[src/rtl/led_cmd_framebuf_if.sv]
// ---------------------------------------------------------------------------
// led_cmd_framebuf_if
// Bundles the command input and the LED matrix outputs of led_cmd_framebuf.
//   LED_CMD    10  command word from game logic ([9]=red [8]=green [7]=rsvd
//                  [6:3]=row [2:0]=column; [9:8]==0 is idle)
//   ROW_OUT    16  one-hot row drive, active-high
//   COL_R       8  red column drive for the current row
//   COL_G       8  green column drive for the current row
//   FRAME_SYNC  1  one-cycle pulse on each buffer swap
//   ERR_CNT     8  saturating count of discarded malformed words
// master: the game/board side (drives LED_CMD, observes matrix pins)
// slave : the frame buffer itself
// ---------------------------------------------------------------------------
interface led_cmd_framebuf_if;
    logic [9:0]  LED_CMD;
    logic [15:0] ROW_OUT;
    logic [7:0]  COL_R;
    logic [7:0]  COL_G;
    logic        FRAME_SYNC;
    logic [7:0]  ERR_CNT;

    modport master (
        output LED_CMD,
        input  ROW_OUT, COL_R, COL_G, FRAME_SYNC, ERR_CNT
    );

    modport slave (
        input  LED_CMD,
        output ROW_OUT, COL_R, COL_G, FRAME_SYNC, ERR_CNT
    );
endinterface

[src/rtl/led_cmd_framebuf.sv]
// ---------------------------------------------------------------------------
// led_cmd_framebuf
// Collects LED command words into a 16x8 two-colour back buffer, copies it to
// a front buffer once per frame and scans the front buffer onto a
// row-multiplexed LED matrix, blanking the columns at the start of each row
// slot to hide ghosting from the previous row.
// Ports:
//   CLK  system clock
//   RST  asynchronous reset, active-high
//   bus  led_cmd_framebuf_if.slave (LED_CMD in; ROW_OUT, COL_R, COL_G,
//        FRAME_SYNC, ERR_CNT out, all registered)
// ---------------------------------------------------------------------------
module led_cmd_framebuf #(
    parameter int unsigned FRAME_CYCLES = 262144,
    parameter int unsigned ROW_CYCLES   = 2048,
    parameter int unsigned BLANK_CYCLES = 64
) (
    input  logic               CLK,
    input  logic               RST,
    led_cmd_framebuf_if.slave  bus
);

    localparam logic [19:0] FRAME_LAST = 20'(FRAME_CYCLES - 1);
    localparam logic [11:0] ROW_LAST   = 12'(ROW_CYCLES - 1);
    localparam logic [11:0] BLANK_LIM  = 12'(BLANK_CYCLES);

    // timers
    logic [19:0] frame_timer_reg;
    logic [11:0] row_timer_reg;
    logic [3:0]  row_idx_reg;

    // buffers, one byte per row and colour plane
    logic [7:0] back_r_reg  [16];
    logic [7:0] back_g_reg  [16];
    logic [7:0] front_r_reg [16];
    logic [7:0] front_g_reg [16];
    logic [7:0] back_r_next [16];
    logic [7:0] back_g_next [16];
    logic [7:0] front_r_next[16];
    logic [7:0] front_g_next[16];

    // registered outputs
    logic [15:0] row_out_reg;
    logic [7:0]  col_r_reg;
    logic [7:0]  col_g_reg;
    logic        frame_sync_reg;
    logic [7:0]  err_cnt_reg;

    // command decode
    logic       cmd_red;
    logic       cmd_green;
    logic       cmd_active;
    logic       cmd_err;
    logic       cmd_wr;
    logic [3:0] cmd_row;
    logic [7:0] cmd_mask;
    logic       frame_end;
    logic       row_end;

    assign cmd_red    = bus.LED_CMD[9];
    assign cmd_green  = bus.LED_CMD[8];
    assign cmd_active = cmd_red | cmd_green;
    assign cmd_err    = cmd_active & bus.LED_CMD[7];
    assign cmd_wr     = cmd_active & ~bus.LED_CMD[7];
    assign cmd_row    = bus.LED_CMD[6:3];
    assign cmd_mask   = 8'd1 << bus.LED_CMD[2:0];
    assign frame_end  = (frame_timer_reg == FRAME_LAST);
    assign row_end    = (row_timer_reg == ROW_LAST);

    // Per-row next-state. On the swap edge the back row restarts from zero, so
    // a command sampled on that edge lands only in the new back buffer.
    generate
        for (genvar gi = 0; gi < 16; gi++) begin : g_row
            logic       row_hit;
            logic [7:0] set_r;
            logic [7:0] set_g;
            logic [7:0] base_r;
            logic [7:0] base_g;

            assign row_hit = cmd_wr && (cmd_row == 4'(gi));
            assign set_r   = (row_hit && cmd_red)   ? cmd_mask : 8'd0;
            assign set_g   = (row_hit && cmd_green) ? cmd_mask : 8'd0;
            assign base_r  = frame_end ? 8'd0 : back_r_reg[gi];
            assign base_g  = frame_end ? 8'd0 : back_g_reg[gi];

            assign back_r_next[gi]  = base_r | set_r;
            assign back_g_next[gi]  = base_g | set_g;
            assign front_r_next[gi] = frame_end ? back_r_reg[gi] : front_r_reg[gi];
            assign front_g_next[gi] = frame_end ? back_g_reg[gi] : front_g_reg[gi];
        end
    endgenerate

    always_ff @(posedge CLK or posedge RST) begin
        if (RST) begin
            for (int i = 0; i < 16; i++) begin
                back_r_reg[i]  <= 8'd0;
                back_g_reg[i]  <= 8'd0;
                front_r_reg[i] <= 8'd0;
                front_g_reg[i] <= 8'd0;
            end
        end else begin
            for (int i = 0; i < 16; i++) begin
                back_r_reg[i]  <= back_r_next[i];
                back_g_reg[i]  <= back_g_next[i];
                front_r_reg[i] <= front_r_next[i];
                front_g_reg[i] <= front_g_next[i];
            end
        end
    end

    // Frame and row timers run freely and independently of each other.
    always_ff @(posedge CLK or posedge RST) begin
        if (RST) begin
            frame_timer_reg <= 20'd0;
            row_timer_reg   <= 12'd0;
            row_idx_reg     <= 4'd0;
        end else begin
            frame_timer_reg <= frame_end ? 20'd0 : frame_timer_reg + 20'd1;
            row_timer_reg   <= row_end ? 12'd0 : row_timer_reg + 12'd1;
            if (row_end) begin
                row_idx_reg <= row_idx_reg + 4'd1;
            end
        end
    end

    // Scan outputs read the front buffer as it stands, so a swap shows up on
    // the very next non-blank cycle of whatever row is being driven.
    always_ff @(posedge CLK or posedge RST) begin
        if (RST) begin
            row_out_reg    <= 16'd0;
            col_r_reg      <= 8'd0;
            col_g_reg      <= 8'd0;
            frame_sync_reg <= 1'b0;
            err_cnt_reg    <= 8'd0;
        end else begin
            row_out_reg    <= 16'd1 << row_idx_reg;
            frame_sync_reg <= frame_end;
            if (row_timer_reg < BLANK_LIM) begin
                col_r_reg <= 8'd0;
                col_g_reg <= 8'd0;
            end else begin
                col_r_reg <= front_r_reg[row_idx_reg];
                col_g_reg <= front_g_reg[row_idx_reg];
            end
            if (cmd_err && (err_cnt_reg != 8'hFF)) begin
                err_cnt_reg <= err_cnt_reg + 8'd1;
            end
        end
    end

    assign bus.ROW_OUT    = row_out_reg;
    assign bus.COL_R      = col_r_reg;
    assign bus.COL_G      = col_g_reg;
    assign bus.FRAME_SYNC = frame_sync_reg;
    assign bus.ERR_CNT    = err_cnt_reg;

endmodule
[src/flat_wrapper.sv]
// flat-port wrapper written by rule: the top's interface ports become plain ports
module led_cmd_framebuf_flat 
#(
    parameter int unsigned FRAME_CYCLES = 262144,
    parameter int unsigned ROW_CYCLES   = 2048,
    parameter int unsigned BLANK_CYCLES = 64
)
  (CLK, RST, bus_LED_CMD, bus_ROW_OUT, bus_COL_R, bus_COL_G, bus_FRAME_SYNC, bus_ERR_CNT);
  led_cmd_framebuf_if bus_i ();
  input  logic CLK;
  input  logic RST;
  input wire logic [$bits(bus_i.LED_CMD)-1:0] bus_LED_CMD;
  output wire logic [$bits(bus_i.ROW_OUT)-1:0] bus_ROW_OUT;
  output wire logic [$bits(bus_i.COL_R)-1:0] bus_COL_R;
  output wire logic [$bits(bus_i.COL_G)-1:0] bus_COL_G;
  output wire logic [$bits(bus_i.FRAME_SYNC)-1:0] bus_FRAME_SYNC;
  output wire logic [$bits(bus_i.ERR_CNT)-1:0] bus_ERR_CNT;
  assign bus_i.LED_CMD = bus_LED_CMD;
  assign bus_ROW_OUT = bus_i.ROW_OUT;
  assign bus_COL_R = bus_i.COL_R;
  assign bus_COL_G = bus_i.COL_G;
  assign bus_FRAME_SYNC = bus_i.FRAME_SYNC;
  assign bus_ERR_CNT = bus_i.ERR_CNT;
  led_cmd_framebuf #(.FRAME_CYCLES(FRAME_CYCLES), .ROW_CYCLES(ROW_CYCLES), .BLANK_CYCLES(BLANK_CYCLES)) u_core (.CLK(CLK), .RST(RST), .bus(bus_i));
endmodule
[config.mk]
export PLATFORM = sky130hd
export DESIGN_NAME = led_cmd_framebuf_flat
export DESIGN_NICKNAME = d
export VERILOG_FILES = /design/src/rtl/led_cmd_framebuf_if.sv /design/src/rtl/led_cmd_framebuf.sv /design/src/flat_wrapper.sv
export SDC_FILE = /design/constraint.sdc
export NUM_CORES = 1
export LEC_CHECK = 0
export BUFFER_PORTS_ARGS = -buffer_cell sky130_fd_sc_hd__buf_2
export CORE_MARGIN = 8
export CORE_UTILIZATION = 31
export CTS_BUF_LIST = sky130_fd_sc_hd__clkbuf_16
export DETAILED_ROUTE_END_ITERATION = 10
export GPL_TIMING_DRIVEN = 0
export PLACE_DENSITY_LB_ADDON = 0.08
export SYNTH_ARGS = -nofsm -noshare
export SYNTH_HDL_FRONTEND = slang
export SYNTH_SLANG_ARGS = --single-unit
export TNS_END_PERCENT = 50
[constraint.sdc]
create_clock -name CLK -period 33.4 [get_ports CLK]
set_input_delay 1.67 -clock CLK [delete_from_list [all_inputs] [get_ports CLK]]
set_output_delay 1.67 -clock CLK [all_outputs]
set_load 0.03 [all_outputs]
==> run summary <==
outcome -> complete, no violations
synthesized area -> 24500 um^2
Fmax achieved -> 269 MHz
clk_skew -> 29.8 ps
Hold WC Path Type -> flip-flop to flip-flop
max-slew violation count -> 0
Final Total Pwr -> 1.62 mW
Worst Path Class, Setup -> input pin to flip-flop
Pwr Density -> 56.8 nW/um^2
Total GRT Usage -> 0.176
H-tree Lvls -> 3
largest net degree at the start of global routing -> 108
Rows -> 103
final setup violation count -> 0
Syn Area/Cell -> 15.1 um^2
first-pass GRT wire length -> 114000 um
Seq. cell area -> 14700 um^2
MaxCap Viol Count -> 0
Post-synth EDFFs -> 0
Tmin final -> 3720 ps
GP Congestion -> 0.787
io pins -> 53
HPWL Detailed -> 53700 um
Setup TNS Final -> 0 ps
DR vias/cell -> 5.07
Tightest Pin Transition -> 1350 ps
CTS clock-pin slew for the worst setup and hold paths -> 50 ps
clock root buffer -> clkbuf_16
Nets -> 1772
Yosys top cell area share -> 0.602
Netlist cell types -> 44
synth-to-layout area growth -> 16.7%
cts bufs inserted -> 71
Worst slew margin -> 0.0977
DRC errors left -> 0
Die Y -> 297 um
Setup crit end kind -> flip-flop
most frequent cell after synthesis -> dfrtp_1
Detailed Route Iter0 Violations -> 1007
Core ar. -> 78600 um^2
ranking of synthesized cells by area -> dfrtp_1 60%, a22o_1 8.0%, mux2_4 7.4%
maximum buffer depth of the clock tree -> 3
Total Wirelength -> 77900 um
Syn Nets -> 1646
post-CTS sizing -> 0
Worst Path Required -> 33920 ps
Clock power frac -> 0.491
Synth top cells by count -> 589 x dfrtp_1, 224 x a22o_1, 156 x mux2_2
CTS Hold Buffers Added -> 0
RSZ-0062 raised after global routing -> no
Max FO, Critical Path -> 10
buffers added on ports -> 48
routed len/inst -> 27.3 um
Int Power -> 1.25 mW
Primary FF master, synth -> dfrtp_1
period utilisation layout -> 0.111
Net Switching -> 0.372 mW
CP Data Arrival Time -> 4240 ps
antenna violations before repair -> 4
die width -> 297 um
remaining antenna violation count -> 0
fraction of final layout cells sized beyond drive strength 1 -> 0.319
post-CTS setup buffers -> 0
CP startpoint kind -> input pin
combinational power share -> 0.043
Layout fillers -> 7577
post-synthesis sequential area ratio -> 0.602
full die area -> 88200 um^2
Clock Latency Late Sink -> 610 ps
total grt overflow -> 0
clock sink count -> 589
Synth Register Bits -> 589
Starting Density -> 0.311
Final Hold Fails -> 0
Reg power frac -> 0.466
Peak VDD IR -> 0.0359 mV
Synth Warn # -> 0
vias -> 14500
leakage power -> 13.7 nW
vias in the first global route -> 15500
Mapped Cells -> 1625
Pre-antenna DRT Iters -> 5
Multi-input gate area -> 8970 um^2
switching share of total power -> 0.229
TritonCTS clock tree -> yes
area leader, netlist -> dfrtp_1
Synth async-reset ratio -> 1.00
per-layer routing:
layer	global-route usage	vias up	part of all wire
li1	-	6283	-
met1	0.250	7736	0.47
met2	0.272	342	0.46
met3	0.0370	92	0.052
met4	0.0464	6	0.020
met5	0	-	0.00047
per-stage QoR:
step                hold WS (ps)  worst slack (ps)  instances  cell area, um^2   util
finish                       460             29680       2854            28600  0.363
global route                 481             29640       2852            28600  0.363
CTS                          458             29730       2852            28600  0.363
detailed placement           451             29180       2728            26200  0.333
global placement             444              8090       2723            26000  0.331
floorplan                    431             15250       1625            24500      -
cell type report:
| cell class | instances | share of cell area |
|---|---|---|
| flip-flops and latches | 589 | 0.516 |
| multi-input cells | 886 | 0.314 |
| clock buffers | 76 | 0.0666 |
| well taps | 1050 | 0.0460 |
| plain buffers | 114 | 0.0219 |
| clock inverters | 48 | 0.0170 |
| repair buffers | 53 | 0.0132 |
| inverters | 36 | 0.00499 |
| diodes | 2 | 0.000175 |
worst max-delay path: stages:
cell and delay (ps):
clkbuf_1 400, o21bai_1 200, nor3_1 520, clkbuf_1 520, clkbuf_1 690, a22o_1 230
kinds of logic (layout without fill, tap and decap cells):
logic type / after synthesis / after routing / share of synthesized area
AOI/OAI and AO/OA: 279 / 279 / 0.0992
DFF: 589 / 589 / 0.602
xor gates and xnor gates: 33 / 33 / 0.0118
muxes: 342 / 342 / 0.205
other: 0 / 2 / 0
and+or+nand+nor: 223 / 223 / 0.0459
adders and majority gates: 9 / 9 / 0.00460
buffers and inverters: 150 / 327 / 0.0311
power by group through the flow:
stage	combinational, mW	sequential [mW]	clock (mW)
finish	0.0700	0.756	0.797
detailed placement	0.0713	0.769	0
floorplan	0.0420	0.772	0
CTS	0.0716	0.756	0.822
global route	0.0777	0.760	0.855
global placement	0.0682	0.770	0
final timing paths:
kind | start | to | slack (ps) | cells after the start
max | bus_LED_CMD[9] | u_core.back_r_reg[107] | 29680 | 6
min in group asynchronous | RST | u_core.frame_timer_reg[13] | 1190 | 2
min reg2reg | u_core.frame_timer_reg[0] | u_core.frame_timer_reg[0] | 460 | 1
max in group asynchronous | RST | u_core.front_g_reg[19] | 30250 | 5
min | u_core.frame_timer_reg[0] | u_core.frame_timer_reg[0] | 460 | 1
max reg2reg | u_core.row_idx_reg[3] | u_core.bus.COL_R[5] | 29970 | 6
layout by cell type (no fill, tap or decap), types with 11 or more instances in the layout:
cell and instances:
a22o_1 224, and2_1 16, buf_1 14, buf_2 92, buf_6 14, clkbuf_1 32
clkbuf_16 76, clkinv_1 11, dfrtp_1 589, inv_1 46, mux2_2 156, mux2_4 120
mux4_2 64, nand2_1 41, nand3_1 14, nor2_1 83, nor3_1 12, o221ai_1 16
o2bb2ai_1 32, xnor2_1 18, xor2_1 15
Note: power is estimated with default switching activity, not from simulation.
